===== src/rtl/avalon_arb_pkg.sv =====
// Shared state encoding and constants for the two-master Avalon-MM arbiter.
package avalon_arb_pkg;

  typedef enum logic [1:0] {
    IDLE = 2'd0,
    GNT0 = 2'd1,
    GNT1 = 2'd2,
    ERR  = 2'd3
  } arb_state_e;

  localparam logic [31:0] ERR_DATA_DEFAULT = 32'hDEAD_BEEF;

  localparam logic [1:0] GRANT_NONE = 2'b00;
  localparam logic [1:0] GRANT_M0   = 2'b01;
  localparam logic [1:0] GRANT_M1   = 2'b10;

  function automatic logic [1:0] grant_onehot(input logic owner);
    return owner ? GRANT_M1 : GRANT_M0;
  endfunction

endpackage


===== src/rtl/avalon_arb_watchdog.sv =====
// Counts consecutive stalled cycles of a granted transfer and flags the cycle
// in which the count reaches TIMEOUT.
module avalon_arb_watchdog #(
  parameter int unsigned TIMEOUT = 64
) (
  input  logic clk,
  input  logic reset,
  input  logic clear_i,
  input  logic stall_i,
  output logic tc_o
);

  localparam int unsigned CW = $clog2(TIMEOUT + 1);

  logic [CW-1:0] cnt_q, cnt_d;

  // NOTE: cnt_d is given a default before any branch so no path leaves it unassigned, which would infer a latch.
  always_comb begin
    cnt_d = cnt_q;
    if (clear_i) begin
      cnt_d = '0;
    end else if (stall_i) begin
      cnt_d = cnt_q + CW'(1);
    end
  end

  // NOTE: sequential state uses non-blocking assignments so every register samples pre-edge values.
  always_ff @(posedge clk) begin
    if (reset) begin
      cnt_q <= '0;
    end else begin
      cnt_q <= cnt_d;
    end
  end

  assign tc_o = stall_i & (cnt_q == CW'(TIMEOUT - 1));

endmodule


===== src/rtl/avalon_mm_arbiter.sv =====
// Two-master, one-slave Avalon-MM arbiter with a stall watchdog.
// Define AVALON_ARB_ROUND_ROBIN_EN for round-robin; otherwise m0 has fixed priority.
module avalon_mm_arbiter
  import avalon_arb_pkg::*;
#(
  parameter int unsigned   DW       = 32,
  parameter int unsigned   AW       = 32,
  parameter int unsigned   TIMEOUT  = 64,
  parameter logic [DW-1:0] ERR_DATA = DW'(ERR_DATA_DEFAULT)
) (
  input  logic          clk,
  input  logic          reset,
  input  logic [AW-1:0] m0_address,
  input  logic          m0_read,
  input  logic          m0_write,
  input  logic          m0_chipselect,
  input  logic [DW-1:0] m0_writedata,
  output logic          m0_waitrequest,
  output logic [DW-1:0] m0_readdata,
  input  logic [AW-1:0] m1_address,
  input  logic          m1_read,
  input  logic          m1_write,
  input  logic          m1_chipselect,
  input  logic [DW-1:0] m1_writedata,
  output logic          m1_waitrequest,
  output logic [DW-1:0] m1_readdata,
  output logic [AW-1:0] s_address,
  output logic          s_read,
  output logic          s_write,
  output logic          s_chipselect,
  output logic [DW-1:0] s_writedata,
  input  logic          s_waitrequest,
  input  logic [DW-1:0] s_readdata,
  output logic [1:0]    grant,
  output logic [1:0]    err
);

  arb_state_e state_q, state_d;
  logic       owner_q, owner_d;
  logic       last_grant_q, last_grant_d;
  logic [1:0] err_q, err_d;
  logic       m0_req, m1_req, cur_req, granted, pick_m1, wd_tc;

  assign m0_req  = m0_chipselect & (m0_read | m0_write);
  assign m1_req  = m1_chipselect & (m1_read | m1_write);
  assign granted = (state_q == GNT0) || (state_q == GNT1);
  assign cur_req = (state_q == GNT1) ? m1_req : m0_req;

`ifdef AVALON_ARB_ROUND_ROBIN_EN
  // Under contention, serve the master that was not served last.
  assign pick_m1 = (m0_req & m1_req) ? ~last_grant_q : m1_req;
`else
  logic unused_last_grant;
  assign pick_m1           = ~m0_req;
  assign unused_last_grant = last_grant_q;
`endif

  avalon_arb_watchdog #(
    .TIMEOUT(TIMEOUT)
  ) u_watchdog (
    .clk    (clk),
    .reset  (reset),
    .clear_i(~granted),
    .stall_i(granted & s_waitrequest),
    .tc_o   (wd_tc)
  );

  always_comb begin
    state_d      = state_q;
    owner_d      = owner_q;
    last_grant_d = last_grant_q;
    err_d        = err_q;
    unique case (state_q)
      IDLE: begin
        if (m0_req | m1_req) begin
          owner_d = pick_m1;
          state_d = pick_m1 ? GNT1 : GNT0;
        end
      end
      GNT0, GNT1: begin
        // A withdrawn request drops back to IDLE without counting as served.
        if (!cur_req) begin
          state_d = IDLE;
        end else if (!s_waitrequest) begin
          state_d      = IDLE;
          last_grant_d = owner_q;
        end else if (wd_tc) begin
          state_d = ERR;
        end
      end
      ERR: begin
        err_d[owner_q] = 1'b1;
        last_grant_d   = owner_q;
        state_d        = IDLE;
      end
      default: state_d = IDLE;
    endcase
  end

  always_comb begin
    s_address      = '0;
    s_read         = 1'b0;
    s_write        = 1'b0;
    s_chipselect   = 1'b0;
    s_writedata    = '0;
    m0_waitrequest = 1'b1;
    m1_waitrequest = 1'b1;
    m0_readdata    = '0;
    m1_readdata    = '0;
    grant          = GRANT_NONE;
    unique case (state_q)
      GNT0: begin
        s_address      = m0_address;
        s_read         = m0_read;
        s_write        = m0_write;
        s_chipselect   = m0_chipselect;
        s_writedata    = m0_writedata;
        m0_waitrequest = s_waitrequest;
        m0_readdata    = s_readdata;
        grant          = GRANT_M0;
      end
      GNT1: begin
        s_address      = m1_address;
        s_read         = m1_read;
        s_write        = m1_write;
        s_chipselect   = m1_chipselect;
        s_writedata    = m1_writedata;
        m1_waitrequest = s_waitrequest;
        m1_readdata    = s_readdata;
        grant          = GRANT_M1;
      end
      ERR: begin
        // Slave strobes stay low here, so an aborted write never lands.
        grant = grant_onehot(owner_q);
        if (owner_q) begin
          m1_waitrequest = 1'b0;
          m1_readdata    = ERR_DATA;
        end else begin
          m0_waitrequest = 1'b0;
          m0_readdata    = ERR_DATA;
        end
      end
      default: ;
    endcase
  end

  always_ff @(posedge clk) begin
    if (reset) begin
      state_q      <= IDLE;
      owner_q      <= 1'b0;
      last_grant_q <= 1'b1;
      err_q        <= 2'b00;
    end else begin
      state_q      <= state_d;
      owner_q      <= owner_d;
      last_grant_q <= last_grant_d;
      err_q        <= err_d;
    end
  end

  assign err = err_q;

endmodule


===== config.mk =====
export PLATFORM = sky130hd
export DESIGN_NAME = avalon_mm_arbiter
export DESIGN_NICKNAME = d
export VERILOG_FILES = /design/src/rtl/avalon_arb_pkg.sv /design/src/rtl/avalon_arb_watchdog.sv /design/src/rtl/avalon_mm_arbiter.sv
export SDC_FILE = /design/constraint.sdc
export NUM_CORES = 1
export LEC_CHECK = 0
export CAP_MARGIN = 25
export CORE_AREA = 2 2 118 120
export CTS_CLUSTER_DIAMETER = 120
export DETAILED_ROUTE_END_ITERATION = 6
export DIE_AREA = 0 0 120 122
export HOLD_SLACK_MARGIN = 0.05
export PLACE_DENSITY = 0.63
export SLEW_MARGIN = 0
export SYNTH_ARGS = -nofsm -noshare
export SYNTH_HDL_FRONTEND = slang
export SYNTH_SLANG_ARGS = --single-unit

===== constraint.sdc =====
create_clock -name clk -period 2.06 [get_ports clk]
set_clock_uncertainty 0.2 [all_clocks]
set_input_delay 0.412 -clock clk [delete_from_list [all_inputs] [get_ports clk]]
set_output_delay 0.412 -clock clk [all_outputs]
set_load 0.05 [all_outputs]

# Word level (Yosys, flattened, before mapping)

Index checks and enable logic that the tools add are counted.

Add/subtract/negate cells: 1
Multiply operators: 0
Divide/modulo/power cells: 0
$lt $le $gt $ge: 2
Equal/unequal tests: 6
Shift operators: 0
Muxes and demuxes: 24
Bitwise gates (word level): 10
Reductions and logical operators: 7

Operators by type and width:

| kind                                                      | count |
|---|---|
| one-hot mux 32 bit (2 select lines)                       | 4 |
| 2-to-1 mux 32 bit                                         | 2 |
| 2-to-1 mux 2 bit                                          | 6 |
| one-hot mux 2 bit (3 select lines)                        | 2 |
| one-hot mux 1 bit (2 select lines)                        | 5 |
| adder 7 x 1 -> 7 bit (second input constant)              | 1 |
| == test 7 x 6 -> 1 bit (second input constant)            | 1 |
| bitwise AND 1 bit                                         | 4 |
| == test 2 bit (second input constant)                     | 2 |
| 2-to-1 mux 1 bit                                          | 4 |
| != test 4 x 3 -> 1 bit (second input constant)            | 1 |
| AND reduction 2 bit                                       | 2 |
| OR reduction 2 bit                                        | 2 |
| bitwise OR 1 bit                                          | 3 |
| == test 2 x 1 -> 1 bit (second input constant)            | 1 |
| logical NOT 2 bit                                         | 1 |
| < comparator 1 x 2 -> 1 bit (second input constant)       | 1 |
| != test 2 bit (second input constant)                     | 1 |
| inverter 1 bit                                            | 2 |
| bitwise OR 2 bit                                          | 1 |
| demux 1 bit (select 1 bit)                                | 1 |
| greater-or-equal comparator 1 bit (second input constant) | 1 |
| logical AND 1 bit                                         | 1 |
| logical OR 1 bit                                          | 1 |

Register bits after elaboration: 12
Bits in latches: 0
RAM bits: 0
ROM bits: 0
Input port bits: 169
Output and inout port bits: 137
Memories kept: 0

# Logic depth before layout (Yosys ltp)

Word-level depth: 8
Depth in mapped cells: 7
Mapped depth without buffers: 6

# Hierarchy

A second synthesis with hierarchy kept.

Cells, all modules: 361
Area, all modules: 2053.2 µm²

Modules (own cells, without submodules):

| module              | instances | cells each | area an instance (µm²) | sequential area each (µm²) |
|---|---|---|---|---|
| avalon_mm_arbiter   | 1         | 327        | 1730.4                 | 100.1 |
| avalon_arb_watchdog | 1         | 34         | 322.8                  | 140.1 |

# Least setup slack after synthesis

Ideal clock, no wire load.

Kind: register -> output
Start point: register state_q[1]
End point: output port s_chipselect
Data arrival time: 2.316 ns
Data required time: 1.448 ns
Path slack: -0.868 ns
Stages on the path, launching flop included: 7
Cells stage by stage: dfxtp_1 -> inv_1 -> ha_1 -> clkbuf_1 -> clkbuf_1 -> nand2_1 -> a21boi_0

Cells in the longest elaborated chain, start to end: 2

Ends and longest elaborated chain:

| item                                                    | line                     | text |
|---|---|---|
| start: declaration                                      | avalon_mm_arbiter.sv:38  | `arb_state_e state_q, state_d;` |
| start signal: assignment                                | avalon_mm_arbiter.sv:154 | `state_q <= state_d;` |
| == test 2 bit or == test 2 x 1 -> 1 bit (tied branches) | -                        |  |
| one-hot mux 1 bit (2 select lines) (*)                  | avalon_mm_arbiter.sv:111 | `unique case (state_q)` |
| end: declaration                                        | avalon_mm_arbiter.sv:30  | `output logic s_chipselect,` |

Mark *: on every way between the ends. The rest lies on a longest branch, timed or not.

# Worst setup path after layout

Start point: register state_q[0]
End point: output port m0_readdata[2]

Cells in the longest elaborated chain, start to end: 2

Ends and longest elaborated chain:

| item                                                    | line                     | text |
|---|---|---|
| == test 2 bit or == test 2 x 1 -> 1 bit (tied branches) | -                        |  |
| one-hot mux 32 bit (2 select lines) (*)                 | avalon_mm_arbiter.sv:111 |  |
| end: declaration                                        | avalon_mm_arbiter.sv:19  | `output logic [DW-1:0] m0_readdata,` |

Marked as above.

==> results.md <==
- Detail Route Antenna Nets: 0
- H-Tree Depth: 1
- Total global routing overflow: 0
- Initial antenna violation count: 1
- Core Region: 13500 um2
- Reg-to-reg critical path startpoint: state_q[1]
- CTS tree: done
- HP Start: err[0]
- Largest net degree at the start of global routing: 40
- Main area contributors after synthesis: a22oi_1, nor2b_1, nand2_1
- Top-count cell post-synth: nand2_1
- Fill cells: 939
- CP Class: reg2out
- Area growth syn-to-layout: 311.5%
- Post-synth top area share: 22.25%
- Power Density: 905.6 nW/um2
- Drt total wl: 18050 um
- Mapped Avg Cell Area: 6.152 um2
- Num CTS Buffers: 3
- Via/cell ratio: 4.632
- Power Total: 8.299 mW
- Buffer depth of the longest clock path: 2
- Share of layout cells above drive strength 1: 63.48%
- CP arrival: 1720 ps
- Primary FF master, synth: dfxtp_1
- Die Footprint: 14640 um2
- CP startpoint: state_q[0]
- Overall Global Routing Usage: 20.94%
- Largest family of logic cells by synthesized area: simple AND/OR/NAND/NOR gates
- Worst skew pair latency: 240 ps
- Synth Area in XOR/XNOR: 1.966%
- Reg clk slew, reported paths: 50 ps
- Min Tclk post-route: 2329 ps
- Clock Root Buffer: clkbuf_16
- Unique masters post-synth: 34
- Netlist Area Pre-Place: 2227 um2
- Worst Tran Pin Value: 542.3 ps
- IO Pins: 306
- Num rows: 43
- Gate Count Post-Synth: 362
- Final Hold Viols: 0
- VDD IR max: 0.5972 mV
- Hold WC Path Type: reg2reg
- Register bit total from synthesis: 12
- Final non-filler cell total: 882
- Post-synthesis sequential area ratio: 10.79%
- Post-synthesis mux area share: 1.798%
- Post-route DRC: 0
- Initial DRC count: 184
- Crit path max fanout: 8
- Dpl hpwl: 11900 um
- Status: complete, but fails checks
- Chip height: 122 um
- Period utilisation layout: 113.1%
- Compound-Gate Fraction of Synth Area: 27.87%
- RSZ-0062 raised after global routing: yes
- Setup TNS: -22830 ps
- Syn Nets: 537
- Setup ws final: -268.9 ps
- Die width: 120 um
- First-pass GRT wire length: 24050 um
- Post-DR wirelength/cell: 20.47 um
- Starting Density: 16.49%
- Post-synth EDFFs: 0
- Failing checks: negative setup slack
- Fin. max-slew vios: 0
- Final-report setup violation count: 136
- Critical path startpoint category: flop
- CTS Sinks: 12
- Asr flop ratio synth: 0%
- Port Buffers: 305
- Hold-fix buffers, CTS: 0
- Hold_ws: 261.8 ps
- WP data required: 1450 ps
- Max cap viols: 0
- Fmax: 0.4294 GHz
- Synth top cells by count: nand2_1, a22oi_1, nor2b_1, clkbuf_1, and2_1
- Max transition margin: 63.47%
- Synth warnings: 0
- R2r setup slk: -110 ps
- Post-Synth Adder-Cell Area: 3.371%
- Nets: 877
- Post-Synth Simple-Gate Area: 46.40%
- Vias in the first global route: 4134
- Pleak: 3.644 nW
- Routability cong.: 0.8878
- First-pass DRT Iterations: 4
- CP endpoint kind: output pin
- Yosys top cell by area: a22oi_1
- Dpl cells: 841
- Total number of vias: 4085
## registers in the layout, indices dropped and copies added (netlist names)
register,cells
owner_q,1
err,2
u_watchdog.cnt_q,7
state_q,2
## logic make-up after synthesis
family	Yosys count
DFF	12
and+or+nand+nor	208
adders and majority gates	6
muxes	4
xor gates and xnor gates	5
buffers and inverters	42
AOI/OAI and AO/OA	85
## per-layer routing
metal  track usage, %  vias up  wire length (um)
li1                 -     1929                 -
met1            23.20     1964              6668
met2            41.90      170             10040
met3            3.745       22               999
met4            3.088        0               346
met5                0        -                 0
## stage by stage
stage               area (um2)  setup slack, ps  utilization [%]
floorplan                 2914           -353.4                -
global placement          7605           -103.5            56.31
detailed placement        7605           -157.3            56.31
CTS                       8625           -235.1            63.87
global route              9164           -299.3            67.86
finish                    9164           -268.9            67.86
## layout make-up
class | count | area, um2 | area share [%]
Timing Repair Buffer | 371 | 5463 | 59.61
Multi-Input combinational cell | 308 | 3109 | 33.93
Sequential cell | 12 | 247.7 | 2.703
Tap cell | 180 | 225.2 | 2.458
Clock buffer | 4 | 88.84 | 0.9694
Inverter | 6 | 27.53 | 0.3004
Antenna cell | 1 | 2.502 | 0.02731
## critical path: stages, from the launching register on
cell     delay, ps
dfxtp_4        370
buf_6          100
ha_4           290
buf_8          190
buf_12         160
nand2_1         90
nand2_2        110
buf_12         140
## path summary, 6_finish.rpt
path | cells past startpoint | end
hold reg to reg | 2 | err[0]
setup / recovery | 7 | m0_readdata[2]
setup reg to reg | 7 | state_q[1]
hold / removal | 2 | err[0]
## cell usage in the layout (no fill, tap or decap), types with 15 or more instances in the layout
cell             instances
nand2_2                 44
a22oi_1                 17
and2_4                  16
clkdlybuf4s50_1        168
nor2b_4                 56
buf_4                   25
nand2_1                 15
buf_12                 153
a22oi_2                 49
nand2_4                 45
## power breakdown
part           internal (mW)  switching [mW]  leakage [nW]
Sequential             0.258          0.0295        0.0986
Combinational           3.88            3.73          3.50
Clock                  0.293           0.107        0.0442
Total                   4.43            3.87          3.64
## timing repair
| action | 4_1_cts | 5_1_grt |
|---|---|---|
| cloned | 12 | 6 |
| setup endpoints to repair | 136 | 136 |
| resized for setup | 106 | 102 |
| pin swaps | 24 | 19 |
| buffers inserted | 13 | 11 |
Note: power is estimated with default switching activity, not from simulation.
